`src/rtl/nasti_arb_pkg.sv`:
```
// rtl/nasti_arb_pkg.sv - shared types and helpers for the NASTI read arbiter
package nasti_arb_pkg;

  typedef enum logic [1:0] {
    S_IDLE = 2'd0,
    S_AR   = 2'd1,
    S_R    = 2'd2
  } arb_state_t;

  localparam int NASTI_LEN_W   = 8;
  localparam int NASTI_SIZE_W  = 3;
  localparam int NASTI_BURST_W = 2;
  localparam int NASTI_RESP_W  = 2;

  // Burst-shape fields of an AR request; id/addr/user widths are
  // per-instance and are wrapped around this in the arbiter.
  typedef struct packed {
    logic [NASTI_LEN_W-1:0]   len;
    logic [NASTI_SIZE_W-1:0]  size;
    logic [NASTI_BURST_W-1:0] burst;
  } nasti_ar_ctl_t;

  // Index width for n requesters, never below 1 bit.
  function automatic int idx_width(input int n);
    int w;
    w = 1;
    for (int i = 1; i < 31; i++) begin
      if ((1 << w) < n) w = w + 1;
    end
    return w;
  endfunction

endpackage

```
`src/rtl/nasti_read_arbiter_if.sv`:
```
// rtl/nasti_read_arbiter_if.sv - master-side AR/R bundle and shared slave port
interface nasti_read_arbiter_if #(
  parameter int NUM_MASTERS = 2,
  parameter int ID_WIDTH    = 2,
  parameter int ADDR_WIDTH  = 32,
  parameter int DATA_WIDTH  = 64,
  parameter int USER_WIDTH  = 1
);

  // requesting masters, slice i belongs to master i
  logic [NUM_MASTERS*ID_WIDTH-1:0]   m_ar_id;
  logic [NUM_MASTERS*ADDR_WIDTH-1:0] m_ar_addr;
  logic [NUM_MASTERS*8-1:0]          m_ar_len;
  logic [NUM_MASTERS*3-1:0]          m_ar_size;
  logic [NUM_MASTERS*2-1:0]          m_ar_burst;
  logic [NUM_MASTERS*USER_WIDTH-1:0] m_ar_user;
  logic [NUM_MASTERS-1:0]            m_ar_valid;
  logic [NUM_MASTERS-1:0]            m_ar_ready;
  logic [NUM_MASTERS*ID_WIDTH-1:0]   m_r_id;
  logic [NUM_MASTERS*DATA_WIDTH-1:0] m_r_data;
  logic [NUM_MASTERS*2-1:0]          m_r_resp;
  logic [NUM_MASTERS-1:0]            m_r_last;
  logic [NUM_MASTERS*USER_WIDTH-1:0] m_r_user;
  logic [NUM_MASTERS-1:0]            m_r_valid;
  logic [NUM_MASTERS-1:0]            m_r_ready;

  // shared downstream read port
  logic [ID_WIDTH-1:0]   s_ar_id;
  logic [ADDR_WIDTH-1:0] s_ar_addr;
  logic [7:0]            s_ar_len;
  logic [2:0]            s_ar_size;
  logic [1:0]            s_ar_burst;
  logic [USER_WIDTH-1:0] s_ar_user;
  logic                  s_ar_lock;
  logic [3:0]            s_ar_cache;
  logic [2:0]            s_ar_prot;
  logic [3:0]            s_ar_qos;
  logic [3:0]            s_ar_region;
  logic                  s_ar_valid;
  logic                  s_ar_ready;
  logic [ID_WIDTH-1:0]   s_r_id;
  logic [DATA_WIDTH-1:0] s_r_data;
  logic [1:0]            s_r_resp;
  logic                  s_r_last;
  logic [USER_WIDTH-1:0] s_r_user;
  logic                  s_r_valid;
  logic                  s_r_ready;

  // slave: the arbiter itself, which is the slave of the requesting masters
  modport slave (
    input  m_ar_id, m_ar_addr, m_ar_len, m_ar_size, m_ar_burst, m_ar_user,
           m_ar_valid, m_r_ready,
    input  s_ar_ready, s_r_id, s_r_data, s_r_resp, s_r_last, s_r_user, s_r_valid,
    output m_ar_ready, m_r_id, m_r_data, m_r_resp, m_r_last, m_r_user, m_r_valid,
    output s_ar_id, s_ar_addr, s_ar_len, s_ar_size, s_ar_burst, s_ar_user,
           s_ar_lock, s_ar_cache, s_ar_prot, s_ar_qos, s_ar_region, s_ar_valid,
           s_r_ready
  );

  // master: the environment around the arbiter (requesters plus downstream slave)
  modport master (
    output m_ar_id, m_ar_addr, m_ar_len, m_ar_size, m_ar_burst, m_ar_user,
           m_ar_valid, m_r_ready,
    output s_ar_ready, s_r_id, s_r_data, s_r_resp, s_r_last, s_r_user, s_r_valid,
    input  m_ar_ready, m_r_id, m_r_data, m_r_resp, m_r_last, m_r_user, m_r_valid,
    input  s_ar_id, s_ar_addr, s_ar_len, s_ar_size, s_ar_burst, s_ar_user,
           s_ar_lock, s_ar_cache, s_ar_prot, s_ar_qos, s_ar_region, s_ar_valid,
           s_r_ready
  );

endinterface

```
`src/rtl/rr_arbiter.sv`:
```
// rtl/rr_arbiter.sv - combinational round-robin pick starting at a pointer
module rr_arbiter #(
  parameter int N     = 2,
  parameter int IDX_W = 1
) (
  input  logic [N-1:0]     req,
  input  logic [IDX_W-1:0] ptr,
  output logic [N-1:0]     grant_oh,
  output logic [IDX_W-1:0] grant_idx,
  output logic             grant_valid
);

  // scan ptr, ptr+1, ... wrapping at N; first requester wins
  always_comb begin
    int cand;
    cand        = 0;
    grant_oh    = '0;
    grant_idx   = '0;
    grant_valid = 1'b0;
    for (int k = 0; k < N; k++) begin
      cand = int'(ptr) + k;
      if (cand >= N) cand = cand - N;
      if (!grant_valid && req[cand]) begin
        grant_valid    = 1'b1;
        grant_oh[cand] = 1'b1;
        grant_idx      = IDX_W'(cand);
      end
    end
  end

endmodule

```
`src/rtl/nasti_read_arbiter.sv`:
```
// rtl/nasti_read_arbiter.sv - one-burst-at-a-time round-robin NASTI read arbiter
module nasti_read_arbiter #(
  parameter int NUM_MASTERS = 2,
  parameter int ID_WIDTH    = 2,
  parameter int ADDR_WIDTH  = 32,
  parameter int DATA_WIDTH  = 64,
  parameter int USER_WIDTH  = 1
) (
  input  logic                 clk,
  input  logic                 rst,
  nasti_read_arbiter_if.slave  bus,
  output logic                 err
);

  import nasti_arb_pkg::*;

  localparam int IDX_W = idx_width(NUM_MASTERS);

  typedef struct packed {
    logic [ID_WIDTH-1:0]   id;
    logic [ADDR_WIDTH-1:0] addr;
    nasti_ar_ctl_t         ctl;
    logic [USER_WIDTH-1:0] user;
  } nasti_ar_req_t;

  arb_state_t             state, state_n;
  logic [IDX_W-1:0]       rr_ptr;
  logic [IDX_W-1:0]       grant;
  logic [7:0]             beat_cnt;
  nasti_ar_req_t          ar_q;
  nasti_ar_req_t          ar_sel;

  logic [NUM_MASTERS-1:0] arb_oh;
  logic [IDX_W-1:0]       arb_idx;
  logic                   arb_valid;

  logic [NUM_MASTERS-1:0] m_ar_ready_c;
  logic [NUM_MASTERS-1:0] m_r_valid_c;
  logic [NUM_MASTERS-1:0] m_r_last_c;
  logic                   s_ar_valid_c;
  logic                   s_r_ready_c;
  logic                   ar_hs;
  logic                   r_hs;

  rr_arbiter #(
    .N     (NUM_MASTERS),
    .IDX_W (IDX_W)
  ) u_rr (
    .req         (bus.m_ar_valid),
    .ptr         (rr_ptr),
    .grant_oh    (arb_oh),
    .grant_idx   (arb_idx),
    .grant_valid (arb_valid)
  );

  // mux the winning master's AR fields ahead of the request register
  always_comb begin
    int sel;
    sel            = int'(arb_idx);
    ar_sel.id      = bus.m_ar_id[sel*ID_WIDTH +: ID_WIDTH];
    ar_sel.addr    = bus.m_ar_addr[sel*ADDR_WIDTH +: ADDR_WIDTH];
    ar_sel.ctl.len = bus.m_ar_len[sel*8 +: 8];
    ar_sel.ctl.size  = bus.m_ar_size[sel*3 +: 3];
    ar_sel.ctl.burst = bus.m_ar_burst[sel*2 +: 2];
    ar_sel.user    = bus.m_ar_user[sel*USER_WIDTH +: USER_WIDTH];
  end

  // next state and handshake/routing controls
  always_comb begin
    state_n      = state;
    m_ar_ready_c = '0;
    m_r_valid_c  = '0;
    m_r_last_c   = '0;
    s_ar_valid_c = 1'b0;
    s_r_ready_c  = 1'b0;
    case (state)
      S_IDLE: begin
        // ready is offered only where valid is already high, so a grant
        // is always a handshake; held low while reset is asserted
        if (!rst && arb_valid) begin
          m_ar_ready_c = arb_oh;
          state_n      = S_AR;
        end
      end
      S_AR: begin
        s_ar_valid_c = 1'b1;
        if (bus.s_ar_ready) state_n = S_R;
      end
      S_R: begin
        m_r_valid_c[grant] = bus.s_r_valid;
        m_r_last_c[grant]  = bus.s_r_last;
        s_r_ready_c        = bus.m_r_ready[grant];
        if (bus.s_r_valid && s_r_ready_c && bus.s_r_last) state_n = S_IDLE;
      end
      default: state_n = S_IDLE;
    endcase
  end

  assign ar_hs = (state == S_IDLE) && arb_valid && !rst;
  assign r_hs  = (state == S_R) && bus.s_r_valid && s_r_ready_c;

  // state, grant bookkeeping and the registered AR request
  always_ff @(posedge clk or posedge rst) begin
    if (rst) begin
      state    <= S_IDLE;
      rr_ptr   <= '0;
      grant    <= '0;
      beat_cnt <= '0;
      ar_q     <= '0;
    end else begin
      state <= state_n;
      if (ar_hs) begin
        ar_q     <= ar_sel;
        grant    <= arb_idx;
        beat_cnt <= '0;
      end
      if (r_hs) begin
        beat_cnt <= beat_cnt + 8'd1;
        if (bus.s_r_last) begin
          if (grant == IDX_W'(NUM_MASTERS - 1)) rr_ptr <= '0;
          else                                  rr_ptr <= grant + 1'b1;
        end
      end
    end
  end

  // sticky protocol error: beat count vs len, id and resp checks
  always_ff @(posedge clk or posedge rst) begin
    if (rst) begin
      err <= 1'b0;
    end else if (r_hs) begin
      if ((bus.s_r_last && (beat_cnt != ar_q.ctl.len)) ||
          (!bus.s_r_last && (beat_cnt == ar_q.ctl.len)) ||
          (bus.s_r_id != ar_q.id) ||
          (bus.s_r_resp != 2'b00)) begin
        err <= 1'b1;
      end
    end
  end

  assign bus.m_ar_ready  = m_ar_ready_c;
  assign bus.m_r_valid   = m_r_valid_c;
  assign bus.m_r_last    = m_r_last_c;
  assign bus.m_r_id      = {NUM_MASTERS{bus.s_r_id}};
  assign bus.m_r_data    = {NUM_MASTERS{bus.s_r_data}};
  assign bus.m_r_resp    = {NUM_MASTERS{bus.s_r_resp}};
  assign bus.m_r_user    = {NUM_MASTERS{bus.s_r_user}};
  assign bus.s_r_ready   = s_r_ready_c;

  assign bus.s_ar_valid  = s_ar_valid_c;
  assign bus.s_ar_id     = ar_q.id;
  assign bus.s_ar_addr   = ar_q.addr;
  assign bus.s_ar_len    = ar_q.ctl.len;
  assign bus.s_ar_size   = ar_q.ctl.size;
  assign bus.s_ar_burst  = ar_q.ctl.burst;
  assign bus.s_ar_user   = ar_q.user;
  assign bus.s_ar_lock   = 1'b0;
  assign bus.s_ar_cache  = 4'd0;
  assign bus.s_ar_prot   = 3'd0;
  assign bus.s_ar_qos    = 4'd0;
  assign bus.s_ar_region = 4'd0;

endmodule

```
`src/flat_wrapper.sv`:
```
// flat-port wrapper written by rule: the top's interface ports become plain ports
module nasti_read_arbiter_flat import nasti_arb_pkg::*;
#(
  parameter int NUM_MASTERS = 2,
  parameter int ID_WIDTH    = 2,
  parameter int ADDR_WIDTH  = 32,
  parameter int DATA_WIDTH  = 64,
  parameter int USER_WIDTH  = 1
)
  (clk, rst, err, bus_m_ar_id, bus_m_ar_addr, bus_m_ar_len, bus_m_ar_size, bus_m_ar_burst, bus_m_ar_user, bus_m_ar_valid, bus_m_r_ready, bus_s_ar_ready, bus_s_r_id, bus_s_r_data, bus_s_r_resp, bus_s_r_last, bus_s_r_user, bus_s_r_valid, bus_m_ar_ready, bus_m_r_id, bus_m_r_data, bus_m_r_resp, bus_m_r_last, bus_m_r_user, bus_m_r_valid, bus_s_ar_id, bus_s_ar_addr, bus_s_ar_len, bus_s_ar_size, bus_s_ar_burst, bus_s_ar_user, bus_s_ar_lock, bus_s_ar_cache, bus_s_ar_prot, bus_s_ar_qos, bus_s_ar_region, bus_s_ar_valid, bus_s_r_ready);
  nasti_read_arbiter_if #(.NUM_MASTERS(NUM_MASTERS), .ID_WIDTH(ID_WIDTH), .ADDR_WIDTH(ADDR_WIDTH), .DATA_WIDTH(DATA_WIDTH), .USER_WIDTH(USER_WIDTH)) bus_i ();
  input  logic clk;
  input  logic rst;
  output logic err;
  input wire logic [$bits(bus_i.m_ar_id)-1:0] bus_m_ar_id;
  input wire logic [$bits(bus_i.m_ar_addr)-1:0] bus_m_ar_addr;
  input wire logic [$bits(bus_i.m_ar_len)-1:0] bus_m_ar_len;
  input wire logic [$bits(bus_i.m_ar_size)-1:0] bus_m_ar_size;
  input wire logic [$bits(bus_i.m_ar_burst)-1:0] bus_m_ar_burst;
  input wire logic [$bits(bus_i.m_ar_user)-1:0] bus_m_ar_user;
  input wire logic [$bits(bus_i.m_ar_valid)-1:0] bus_m_ar_valid;
  input wire logic [$bits(bus_i.m_r_ready)-1:0] bus_m_r_ready;
  input wire logic [$bits(bus_i.s_ar_ready)-1:0] bus_s_ar_ready;
  input wire logic [$bits(bus_i.s_r_id)-1:0] bus_s_r_id;
  input wire logic [$bits(bus_i.s_r_data)-1:0] bus_s_r_data;
  input wire logic [$bits(bus_i.s_r_resp)-1:0] bus_s_r_resp;
  input wire logic [$bits(bus_i.s_r_last)-1:0] bus_s_r_last;
  input wire logic [$bits(bus_i.s_r_user)-1:0] bus_s_r_user;
  input wire logic [$bits(bus_i.s_r_valid)-1:0] bus_s_r_valid;
  output wire logic [$bits(bus_i.m_ar_ready)-1:0] bus_m_ar_ready;
  output wire logic [$bits(bus_i.m_r_id)-1:0] bus_m_r_id;
  output wire logic [$bits(bus_i.m_r_data)-1:0] bus_m_r_data;
  output wire logic [$bits(bus_i.m_r_resp)-1:0] bus_m_r_resp;
  output wire logic [$bits(bus_i.m_r_last)-1:0] bus_m_r_last;
  output wire logic [$bits(bus_i.m_r_user)-1:0] bus_m_r_user;
  output wire logic [$bits(bus_i.m_r_valid)-1:0] bus_m_r_valid;
  output wire logic [$bits(bus_i.s_ar_id)-1:0] bus_s_ar_id;
  output wire logic [$bits(bus_i.s_ar_addr)-1:0] bus_s_ar_addr;
  output wire logic [$bits(bus_i.s_ar_len)-1:0] bus_s_ar_len;
  output wire logic [$bits(bus_i.s_ar_size)-1:0] bus_s_ar_size;
  output wire logic [$bits(bus_i.s_ar_burst)-1:0] bus_s_ar_burst;
  output wire logic [$bits(bus_i.s_ar_user)-1:0] bus_s_ar_user;
  output wire logic [$bits(bus_i.s_ar_lock)-1:0] bus_s_ar_lock;
  output wire logic [$bits(bus_i.s_ar_cache)-1:0] bus_s_ar_cache;
  output wire logic [$bits(bus_i.s_ar_prot)-1:0] bus_s_ar_prot;
  output wire logic [$bits(bus_i.s_ar_qos)-1:0] bus_s_ar_qos;
  output wire logic [$bits(bus_i.s_ar_region)-1:0] bus_s_ar_region;
  output wire logic [$bits(bus_i.s_ar_valid)-1:0] bus_s_ar_valid;
  output wire logic [$bits(bus_i.s_r_ready)-1:0] bus_s_r_ready;
  assign bus_i.m_ar_id = bus_m_ar_id;
  assign bus_i.m_ar_addr = bus_m_ar_addr;
  assign bus_i.m_ar_len = bus_m_ar_len;
  assign bus_i.m_ar_size = bus_m_ar_size;
  assign bus_i.m_ar_burst = bus_m_ar_burst;
  assign bus_i.m_ar_user = bus_m_ar_user;
  assign bus_i.m_ar_valid = bus_m_ar_valid;
  assign bus_i.m_r_ready = bus_m_r_ready;
  assign bus_i.s_ar_ready = bus_s_ar_ready;
  assign bus_i.s_r_id = bus_s_r_id;
  assign bus_i.s_r_data = bus_s_r_data;
  assign bus_i.s_r_resp = bus_s_r_resp;
  assign bus_i.s_r_last = bus_s_r_last;
  assign bus_i.s_r_user = bus_s_r_user;
  assign bus_i.s_r_valid = bus_s_r_valid;
  assign bus_m_ar_ready = bus_i.m_ar_ready;
  assign bus_m_r_id = bus_i.m_r_id;
  assign bus_m_r_data = bus_i.m_r_data;
  assign bus_m_r_resp = bus_i.m_r_resp;
  assign bus_m_r_last = bus_i.m_r_last;
  assign bus_m_r_user = bus_i.m_r_user;
  assign bus_m_r_valid = bus_i.m_r_valid;
  assign bus_s_ar_id = bus_i.s_ar_id;
  assign bus_s_ar_addr = bus_i.s_ar_addr;
  assign bus_s_ar_len = bus_i.s_ar_len;
  assign bus_s_ar_size = bus_i.s_ar_size;
  assign bus_s_ar_burst = bus_i.s_ar_burst;
  assign bus_s_ar_user = bus_i.s_ar_user;
  assign bus_s_ar_lock = bus_i.s_ar_lock;
  assign bus_s_ar_cache = bus_i.s_ar_cache;
  assign bus_s_ar_prot = bus_i.s_ar_prot;
  assign bus_s_ar_qos = bus_i.s_ar_qos;
  assign bus_s_ar_region = bus_i.s_ar_region;
  assign bus_s_ar_valid = bus_i.s_ar_valid;
  assign bus_s_r_ready = bus_i.s_r_ready;
  nasti_read_arbiter #(.NUM_MASTERS(NUM_MASTERS), .ID_WIDTH(ID_WIDTH), .ADDR_WIDTH(ADDR_WIDTH), .DATA_WIDTH(DATA_WIDTH), .USER_WIDTH(USER_WIDTH)) u_core (.clk(clk), .rst(rst), .bus(bus_i), .err(err));
endmodule
```
`config.mk`:
```
export PLATFORM = sky130hd
export DESIGN_NAME = nasti_read_arbiter_flat
export DESIGN_NICKNAME = d
export VERILOG_FILES = /design/src/rtl/nasti_arb_pkg.sv /design/src/rtl/nasti_read_arbiter_if.sv /design/src/rtl/rr_arbiter.sv /design/src/rtl/nasti_read_arbiter.sv /design/src/flat_wrapper.sv
export SDC_FILE = /design/constraint.sdc
export NUM_CORES = 1
export LEC_CHECK = 0
export BUFFER_PORTS_ARGS = -buffer_cell sky130_fd_sc_hd__buf_2
export CAP_MARGIN = 20
export CORE_AREA = 2 2 149 151
export DETAILED_ROUTE_END_ITERATION = 16
export DIE_AREA = 0 0 151 153
export GPL_ROUTABILITY_DRIVEN = 0
export PLACE_DENSITY = 0.51
export SLEW_MARGIN = 20
export SYNTH_ARGS = -nofsm -noshare
export SYNTH_HDL_FRONTEND = slang
export SYNTH_SLANG_ARGS = --single-unit
```
`constraint.sdc`:
```
create_clock -name clk -period 1.7 [get_ports clk]
set_input_delay 0.085 -clock clk [delete_from_list [all_inputs] [get_ports clk]]
set_output_delay 0.085 -clock clk [all_outputs]
set_load 0.01 [all_outputs]
```
* Word-level counts from Yosys, hierarchy flattened *
Index checks and enable logic that the tools add are counted.

operators by class
  add/subtract/negate cells = 5
  $mul = 1
  order comparisons = 8
  equality and inequality tests = 8
  shifts and indexed selects = 6
  multiplexer cells = 35
  bitwise logic cells = 3
  reduce and logical (&&, ||, !) cells = 25

operators with widths
  cell                   count
  $ge A32 B1 Y1 const B  2
  $lt A32 B3 Y1 const B  2
  $mux W32               2
  $shiftx A64 B7 Y32     1
  $shiftx A6 B32 Y3      1
  $mux W1                18
  $mux W2                9
  $mux W8                2
  $shiftx A16 B5 Y8      1
  $logic_and A1 B1 Y1    13
  $add A8 B1 Y8 const B  1
  $eq A8 B8 Y1           1
  $ne A8 B8 Y1           1
  $shiftx A4 B3 Y2       2
  $pmux W2 S3            1
  $and A2 B2 Y2          2
  $ne A2 B1 Y1 const B   2
  $reduce_and A2 Y1      2
  $reduce_bool A2 Y1     2
  $demux W1 S1           3
  $logic_not A1 Y1       3
  $logic_or A1 B1 Y1     3
  $mul A1 B2 Y3 const B  1
  $reduce_and A3 Y1      1
  15 further kinds       15

storage, ports and cells
  flip-flop bits (word level) = 61
  input bits = 174
  output and inout bits = 211
  word-level logic and storage cells = 102

* Longest topological paths before layout *
Gate-level depths: netlist of the first run.

  word-level depth = 13
  gate-level depth with buffers = 6
  gate-level depth less buffers = 5

* Modules after synthesis *
Synthesis of the first run repeated with hierarchy kept, for this count alone.

second synthesis, totals
  cell total of the unflattened synthesis = 458
  area total of the unflattened synthesis = 4259.1 µm²

modules (own cells, without submodules)
  module              instances  cells an instance  area an instance (µm²)  sequential area each (µm²)
  nasti_read_arbiter  1          453                4226.6                  1526.5
  rr_arbiter          1          5                  32.5                    0.0

* Least setup slack after synthesis of the first run *
No wires, ideal clock.

  path type = flip-flop to flip-flop
  start point = register u_core.ar_q, in the netlist u_core.bus.s_ar_id[0]
  end point = register u_core.err
  library setup time = 0.146 ns
  arrival time = 1.384 ns
  data required time = 1.554 ns
  path slack = 0.170 ns
  stages on the path, launching flop included = 5
  path buffers = 0
  period minus slack after synthesis = 1.530 ns
  path through = dfrtp_1 -> xor2_1 -> or4_1 -> a2111oi_0 -> a311oi_1

on the way
  cells in the longest elaborated chain, start to end = 4

ends and longest elaborated chain
  what                                line                       RTL
  start, declared                     nasti_read_arbiter.sv:30   nasti_ar_req_t ar_q;
  start signal, assigned              nasti_read_arbiter.sv:113  ar_q <= ar_sel;
  $ne A2 B2 Y1                        nasti_read_arbiter.sv:134  (bus.s_r_id != ar_q.id) ||
  $logic_or A1 B1 Y1                  nasti_read_arbiter.sv:133  (!bus.s_r_last && (beat_cnt == ar_q.ctl.len)) ||
  $logic_or A1 B1 Y1                  nasti_read_arbiter.sv:134
  $reduce_and A2 Y1 (no source line)  -
  end signal, assigned                nasti_read_arbiter.sv:130  err <= 1'b0;
  end signal, assigned                nasti_read_arbiter.sv:136  err <= 1'b1;
  end, declared                       nasti_read_arbiter.sv:12   output logic err

No other way between the ends.
A chain may end at the register's enable or synchronous reset.

* Worst setup path in the final report of the first run *
  start point = register u_core.state[1]
  end point = register u_core.beat_cnt[4]

on the way
  cells in the longest elaborated chain, start to end = 4
  elaborated cells on any way between the ends = 9
  classes of those cells = eq/ne (1); mux (2); reduce/logical (6)

ends and longest elaborated chain
  what                                              line                                                                           RTL
  start, declared                                   nasti_read_arbiter.sv:26                                                       arb_state_t state, state_n;
  start signal, assigned                            nasti_read_arbiter.sv:111                                                      state <= state_n;
  $eq A2 B2 Y1 or $logic_not A2 Y1 (tied branches)  nasti_read_arbiter.sv:76, nasti_read_arbiter.sv:100, nasti_read_arbiter.sv:99
  $mux W1, or another cell as far along             nasti_read_arbiter.sv:76                                                       case (state)
  $logic_and A1 B1 Y1, on equally long branches     nasti_read_arbiter.sv:100, nasti_read_arbiter.sv:99
  $mux W8 or $reduce_bool A2 Y1 (tied branches)     -
  end signal, assigned                              nasti_read_arbiter.sv:118                                                      beat_cnt <= beat_cnt + 8'd1;
  end, declared                                     nasti_read_arbiter.sv:29                                                       logic [7:0] beat_cnt;

Parallel ways exist; a longest one is shown, timed or not.

==> run metrics, run 1 <==
Crit path top cell by count=mux2i_1; final hold vios=0; Sequential cell area=1530 µm²; Clock Tree Root=clkbuf_16; drt pass-1 iters=4; share of layout cells above drive strength 1=42.8%; total CTS buffers=9; worst endpoint data arrival time=1.84 ns; H-Tree Depth=3; Ys Warns=0; Max Clock Freq=614 MHz; CP max-delay cell=or4_4; Power Density=1450 nW/µm²; critical path's top delay family=simple AND/OR/NAND/NOR gates; Initial Util=19.6%; CP cell instances=or4_4 -> buf_4 -> buf_12 -> mux2i_1 -> mux2i_1; initial antenna violation count=1; WL final=10900 µm; crit-path max FO=37; Syn-to-layout area delta=11.7%; Pleak=0.00248 µW; Clock Latency Late Sink=0.33 ns; wire length of the first global-routing pass=16200 µm; fill count=2390; Die W=151 µm; antenna-violating nets left=0; I/O Pins=385; placed instance area=4360 µm²; Req. time, crit path=1.91 ns; sequential cell area fraction in the yosys report=36.3%; Mapped Area=4210 µm²; Reg2Reg Setup Slack=0.07 ns; Clock Sinks=61; initial DRC count=55; setup TNS=0 ns; post-DP HPWL=8730 µm; final net count=668; Tot GR Track Use=9.56%; gr ovfl total=0; Worst setup EP type=flop; WP buf/inv=2; CP startpoint kind=flop; post-synth top area cell=dfrtp_1; per-cell routed wire length=13.9 µm; CTS max path bufs=2; most common cell after layout, fill and taps aside=buf_2; Vias/cell=3.74; Cells after Synth=447; CTS tree=built; Die Ht=153 µm; Setup CP Type=flop to flop; most frequent cells in the layout=173 x buf_2, 61 x dfrtp_1, 53 x mux2i_1, 51 x nand2_1, 48 x o21ai_0; post-route cell area=4700 µm²; max-cap violations=0; number of port buffers=173; number of global-route vias before repair=2873; Yosys reg bits=61; RSZ-0062 raised after global routing=no; Die Footprint=23100 µm²; core area=21500 µm²; library cells used by synthesis=38; Mean Syn Cell Area=9.42 µm²; pin count of the biggest net entering global routing=38; Area contributors post-synth=dfrtp_1 36%, buf_4 28%, mux2i_1 13%, o21ai_0 5.7%, nand2_1 4.5%; # DRC=0; Max VDD drop=0.446 mV; Hold Path Class=input pin to flop; Worst Max-Slew Pin Slew=0.506 ns; vias after detailed routing=2916; crit path time final=1.63 ns; final period utilization=95.7%; area of the multi-input gates=1490 µm²; # setup viols final=0; status=finished clean; Synth top area share=36.3%; Pins Over Slew Limit=0; clock-pin transition on the worst setup and hold timing paths=0.06 ns; clock skew=0.00778 ns; Crit path largest cell delay=0.57 ns; FP Rows=54; Rel. slew slack=66.3%
[power by group]
group	switching (µW)	internal (µW)	total (µW)
Sequential	410	2070	2480
Combinational	1440	1160	2590
Clock	665	1070	1730
[worst reg2reg max path, stage by stage, from the launching register on]
cell and delay, ns:
dfrtp_1 0.39, or4_4 0.57, buf_4 0.17, buf_12 0.15, mux2i_1 0.14, mux2i_1 0.09
[sequential cells by signal (all words and copies together) (netlist names), 2 cells and up]
name	count
u_core.bus.s_ar_size	3
u_core.beat_cnt	8
u_core.bus.s_ar_burst	2
u_core.bus.s_ar_id	2
u_core.state	2
u_core.bus.s_ar_len	8
u_core.bus.s_ar_addr	32
[final timing paths]
path,start,end,cells past startpoint
worst max-delay path,u_core.state[1]$_DFFE_PP0P_,u_core.beat_cnt[4]$_DFFE_PP0P_,5
worst min-delay path,bus_m_ar_addr[48],u_core.bus.s_ar_addr[16]$_DFFE_PP0P_,3
worst max register to register,u_core.state[1]$_DFFE_PP0P_,u_core.beat_cnt[4]$_DFFE_PP0P_,5
worst min register to register,u_core.bus.s_ar_addr[6]$_DFFE_PP0P_,u_core.bus.s_ar_addr[6]$_DFFE_PP0P_,2
max in group asynchronous,rst,u_core.bus.s_ar_addr[8]$_DFFE_PP0P_,4
min in group asynchronous,rst,u_core.beat_cnt[5]$_DFFE_PP0P_,4
[cell families after synthesis]
kind of cell | synth area share [%]
XOR/XNOR | 2.50
AND/OR/NAND/NOR | 8.77
buffers and inverters | 30.6
multiplexers | 13.4
AO/OA/AOI/OAI | 8.11
adder cells (fa/ha/maj) | 0.297
flip-flops | 36.3
other | 0.0891
[per-stage QoR]
step                worst slack, ns  cells  total power (µW)  hold slack, ns  util, %
floorplan                     0.102    462              4280           0.193        -
finish                       0.0723    779              6800          0.0343     21.9
global placement             0.0605    758              5070           0.170     20.3
CTS                         0.00600    778              6950          0.0148     21.8
detailed placement           0.0800    758              5110           0.170     20.3
global route                0.00355    778              7420          0.0483     21.9
[routing by layer]
| metal | part of all wire [%] | track usage (%) | up-vias |
|---|---|---|---|
| met4 | 4.4 | 6.05 | 0 |
| li1 | - | - | 1416 |
| met3 | 9.8 | 3.76 | 49 |
| met5 | 0 | 0 | - |
| met1 | 36 | 9.43 | 1291 |
| met2 | 50 | 16.6 | 160 |
[synthesized netlist by cell type, drive strengths merged]
cell	instances
buf	169
a22o	3
nand4	2
mux2	3
xnor2	2
nor3b	1
and3	2
o311ai	1
nor2b	1
conb	1
or3	1
nor4	3
nor2	8
a311oi	1
ha	1
o21ai	50
clkbuf	2
a21o	1
xor2	10
dfrtp	61
o31ai	1
nand2	51
nand3	5
o211ai	1
inv	4
mux2i	53
or4	2
a2111oi	1
o41ai	1
nor4b	1
and2	2
nand3b	1
nand2b	1
[what timing repair did]
action	in CTS	in global routing
hold endpoints to repair	63	0
pin swaps	1	2
buffers inserted	2	1
hold buffers	2	0
setup endpoints to repair	1	30
gates resized for setup	1	6
[layout make-up]
type | count | area share, %
antenna | 1 | 0.0532
clock buffer | 15 | 5.69
clock inverter | 1 | 0.106
inverter | 4 | 0.319
multi-input combinational | 226 | 31.7
sequential | 61 | 32.4
tap | 280 | 7.45
timing repair buffer | 191 | 22.3
(Power assumes the default switching activity.)
==> run 2: changes to the inputs <==
--- a/config.mk
+++ b/config.mk
@@ -7,11 +7,13 @@
 export LEC_CHECK = 0
 export BUFFER_PORTS_ARGS = -buffer_cell sky130_fd_sc_hd__buf_2
 export CAP_MARGIN = 20
-export CORE_AREA = 2 2 149 151
+export CELL_PAD_IN_SITES_DETAIL_PLACEMENT = 0
+export CELL_PAD_IN_SITES_GLOBAL_PLACEMENT = 1
+export CORE_AREA = 2 2 151 153
 export DETAILED_ROUTE_END_ITERATION = 16
-export DIE_AREA = 0 0 151 153
+export DIE_AREA = 0 0 153 155
 export GPL_ROUTABILITY_DRIVEN = 0
-export PLACE_DENSITY = 0.51
+export PLACE_DENSITY = 0.68
 export SLEW_MARGIN = 20
 export SYNTH_ARGS = -nofsm -noshare
 export SYNTH_HDL_FRONTEND = slang
==> run 2 against run 1 <==
Clock skew about the same. Sequential share of layout area down 0.62 points. Final cell count up 1.2%. Total power up 5.5%. Clock power up 15%. Routed wire length up 4.0%. First-iteration DRC count up 51%. Count of clock-buffer cells in the layout down 4. Via count down 0.41%. Design area up 1.9%. Critical path type unchanged. Largest power group unchanged.
==> run metrics, run 2 (synthesis results as in run 1) <==
# DRC=0 (unchanged); Clock Tree Root=clkbuf_16; max-cap violations=0 (unchanged); worst endpoint data arrival time=1.84 ns (about the same); RSZ-0062 raised after global routing=yes; CTS max path bufs=2 (unchanged); reg2reg start=u_core.state[1]$_DFFE_PP0P_; max reg flops=32 (unchanged); placed cells=768 (+1.3%); post-route insts no fill=788 (+1.2%); Comb power frac=37.5% (-0.6 points); final hold vios=0 (unchanged); Tot GR Track Use=9.49% (-0.077 points); core area=22200 µm² (+3.5%); dpl ws=0.0427 ns (-0.0373 ns); vias after detailed routing=2904 (-0.41%); # setup viols final=0 (unchanged); cell internal pwr=4600 µW (+7.3%); Layout Utilization=21.6% (-0.32 points); Initial Util=18.9% (-0.65 points); antenna-violating nets left=0 (unchanged); fill count=2467 (+3.2%); clock skew=0.00804 ns (+0.000256 ns); Max VDD drop=0.415 mV (-6.9%); crit path time final=1.63 ns (+0.00565 ns); Clock Sinks=61 (unchanged); area of the multi-input gates=1470 µm² (-1.2%); status=finished clean; R2R Path End=u_core.beat_cnt[4]$_DFFE_PP0P_; FP Rows=55 (+1.9%); Req. time, crit path=1.91 ns (about the same); pin count of the biggest net entering global routing=51 (+34%); most frequent cells in the layout=172 x buf_2, 61 x dfrtp_1, 53 x mux2i_1, 51 x nand2_1, 47 x o21ai_0; post-route cell area=4800 µm² (+1.9%); WL final=11300 µm (+4.0%); clock-pin transition on the worst setup and hold timing paths=0.06 ns (about the same); wire length of the first global-routing pass=17000 µm (+5.2%); Reg2Reg Setup Slack=0.07 ns (about the same); Worst setup EP type=flop; Pins Over Slew Limit=0 (unchanged); gr ovfl total=0 (unchanged); total CTS buffers=9 (unchanged); number of global-route vias before repair=2961 (+3.1%); clock share of power=27.7% (+2.2 points); number of port buffers=173 (unchanged); Sequential cell area=1530 µm² (unchanged); CTS tree=built; per-cell routed wire length=14.3 µm (+2.8%); H-Tree Depth=3 (unchanged); hold endpoint=u_core.bus.s_ar_addr[12]$_DFFE_PP0P_; Setup WS post-layout=0.0667 ns (-0.00565 ns); I/O Pins=385 (unchanged); CP startpoint kind=flop; initial antenna violation count=2 (+1); WHS Path Cells=3 (unchanged); Clock Latency Late Sink=0.33 ns (about the same); final net count=673 (+0.75%); most common cell after layout, fill and taps aside=buf_2; placed instance area=4420 µm² (+1.3%); HP Start=bus_m_ar_addr[44]; Setup CP Type=flop to flop; Pleak=0.00253 µW (+2.0%); r2r worst-path depth=5 (unchanged); initial DRC count=83 (+51%); Die Footprint=23700 µm² (+2.6%); Max Clock Freq=612 MHz (-0.35%); post-DP HPWL=9130 µm (+4.7%); final period utilization=96.1% (+0.33 points); Switching Share=35.9% (-1.1 points); Hold Path Class=input pin to flop; Sw Pwr=2570 µW (+2.5%); Reg power frac=34.8% (-1.6 points); Power Density=1500 nW/µm² (+3.5%); crit-path max FO=33 (-11%); share of layout cells above drive strength 1=43.2% (+0.46 points); Die Ht=155 µm (+1.3%); Syn-to-layout area delta=13.9%; Die W=153 µm (+1.3%); Vias/cell=3.69 (-1.5%); drt pass-1 iters=4 (unchanged)
## run 2: changes by cell type in the layout (fill, tap and decap cells not counted), moves of 2 or more
cell,change
clkbuf_1,-3
nor4_2,-2
buf_6,+2
buf_4,+3
bufinv_16,+2
nor4_1,+2
## run 2: power groups by stage
stage / clock network [µW] / logic [µW] / registers (µW)
4_1_cts: 2070 / 2770 / 2520
6_report: 1990 / 2690 / 2490
3_3_place_gp: 0 / 2710 / 2520
5_1_grt: 2130 / 3040 / 2600
2_1_floorplan: 0 / 1560 / 2710
3_5_place_dp: 0 / 2740 / 2530
## run 2: what timing repair did
action                                 in CTS  in global routing
pin swaps                                   2                  0
resized for setup                           3                  5
hold buffers                                2                  0
buffers inserted                            2                  0
setup endpoints to repair                   1                 14
endpoints found under the hold margin      16                  0
cloned                                      0                  0
## run 2: worst max-delay path by stage
stage,endpoint,slack (ns),from,depth (start not counted)
after floorplan,u_core.beat_cnt[0]$_DFFE_PP0P_,0.10,rst,1
after global placement,bus_m_ar_ready[1],0.07,u_core.state[0]$_DFFE_PP0P_,3
after detailed placement,bus_m_ar_ready[1],0.04,u_core.state[0]$_DFFE_PP0P_,3
after CTS,bus_m_ar_ready[1],0.02,u_core.state[1]$_DFFE_PP0P_,3
after global routing,u_core.bus.s_ar_addr[2]$_DFFE_PP0P_,-0.006,u_core.state[1]$_DFFE_PP0P_,5
final,u_core.beat_cnt[4]$_DFFE_PP0P_,0.07,u_core.state[1]$_DFFE_PP0P_,5
## run 2: final cells by class
cell class | instances | area share, %
Tap cell | 285 | 7.44
Antenna cell | 1 | 0.0522
Sequential cell | 61 | 31.8
Clock inverter | 4 | 1.51
Timing Repair Buffer | 196 | 23.1
Inverter | 4 | 0.313
Clock buffer | 11 | 5.06
Multi-Input combinational cell | 226 | 30.7
## run 2: critical path, cell delays in order (launching register included)
cell	delay [ns]
dfrtp_1	0.40
or4_4	0.55
buf_6	0.17
buf_12	0.16
mux2i_1	0.13
mux2i_1	0.09
## run 2: metrics by stage
step                      setup TNS, ns  hold WS (ns)  total power [µW]
final                                 0        0.0349              7170
after global routing           -0.00577        0.0331              7770
after CTS                             0        0.0217              7350
after detailed placement              0         0.156              5270
after global placement                0         0.145              5230
after floorplan                       0         0.193              4280
## run 2: routing by layer
| metal | routed length [µm] | vias up | share of wire (%) | global-route usage (%) |
|---|---|---|---|---|
| li1 | - | 1424 | - | - |
| met1 | 4740 | 1269 | 42 | 11.3 |
| met2 | 4930 | 171 | 44 | 14.1 |
| met3 | 1160 | 40 | 10 | 3.96 |
| met4 | 445 | 0 | 3.9 | 6.04 |
| met5 | 0 | - | 0 | 0 |
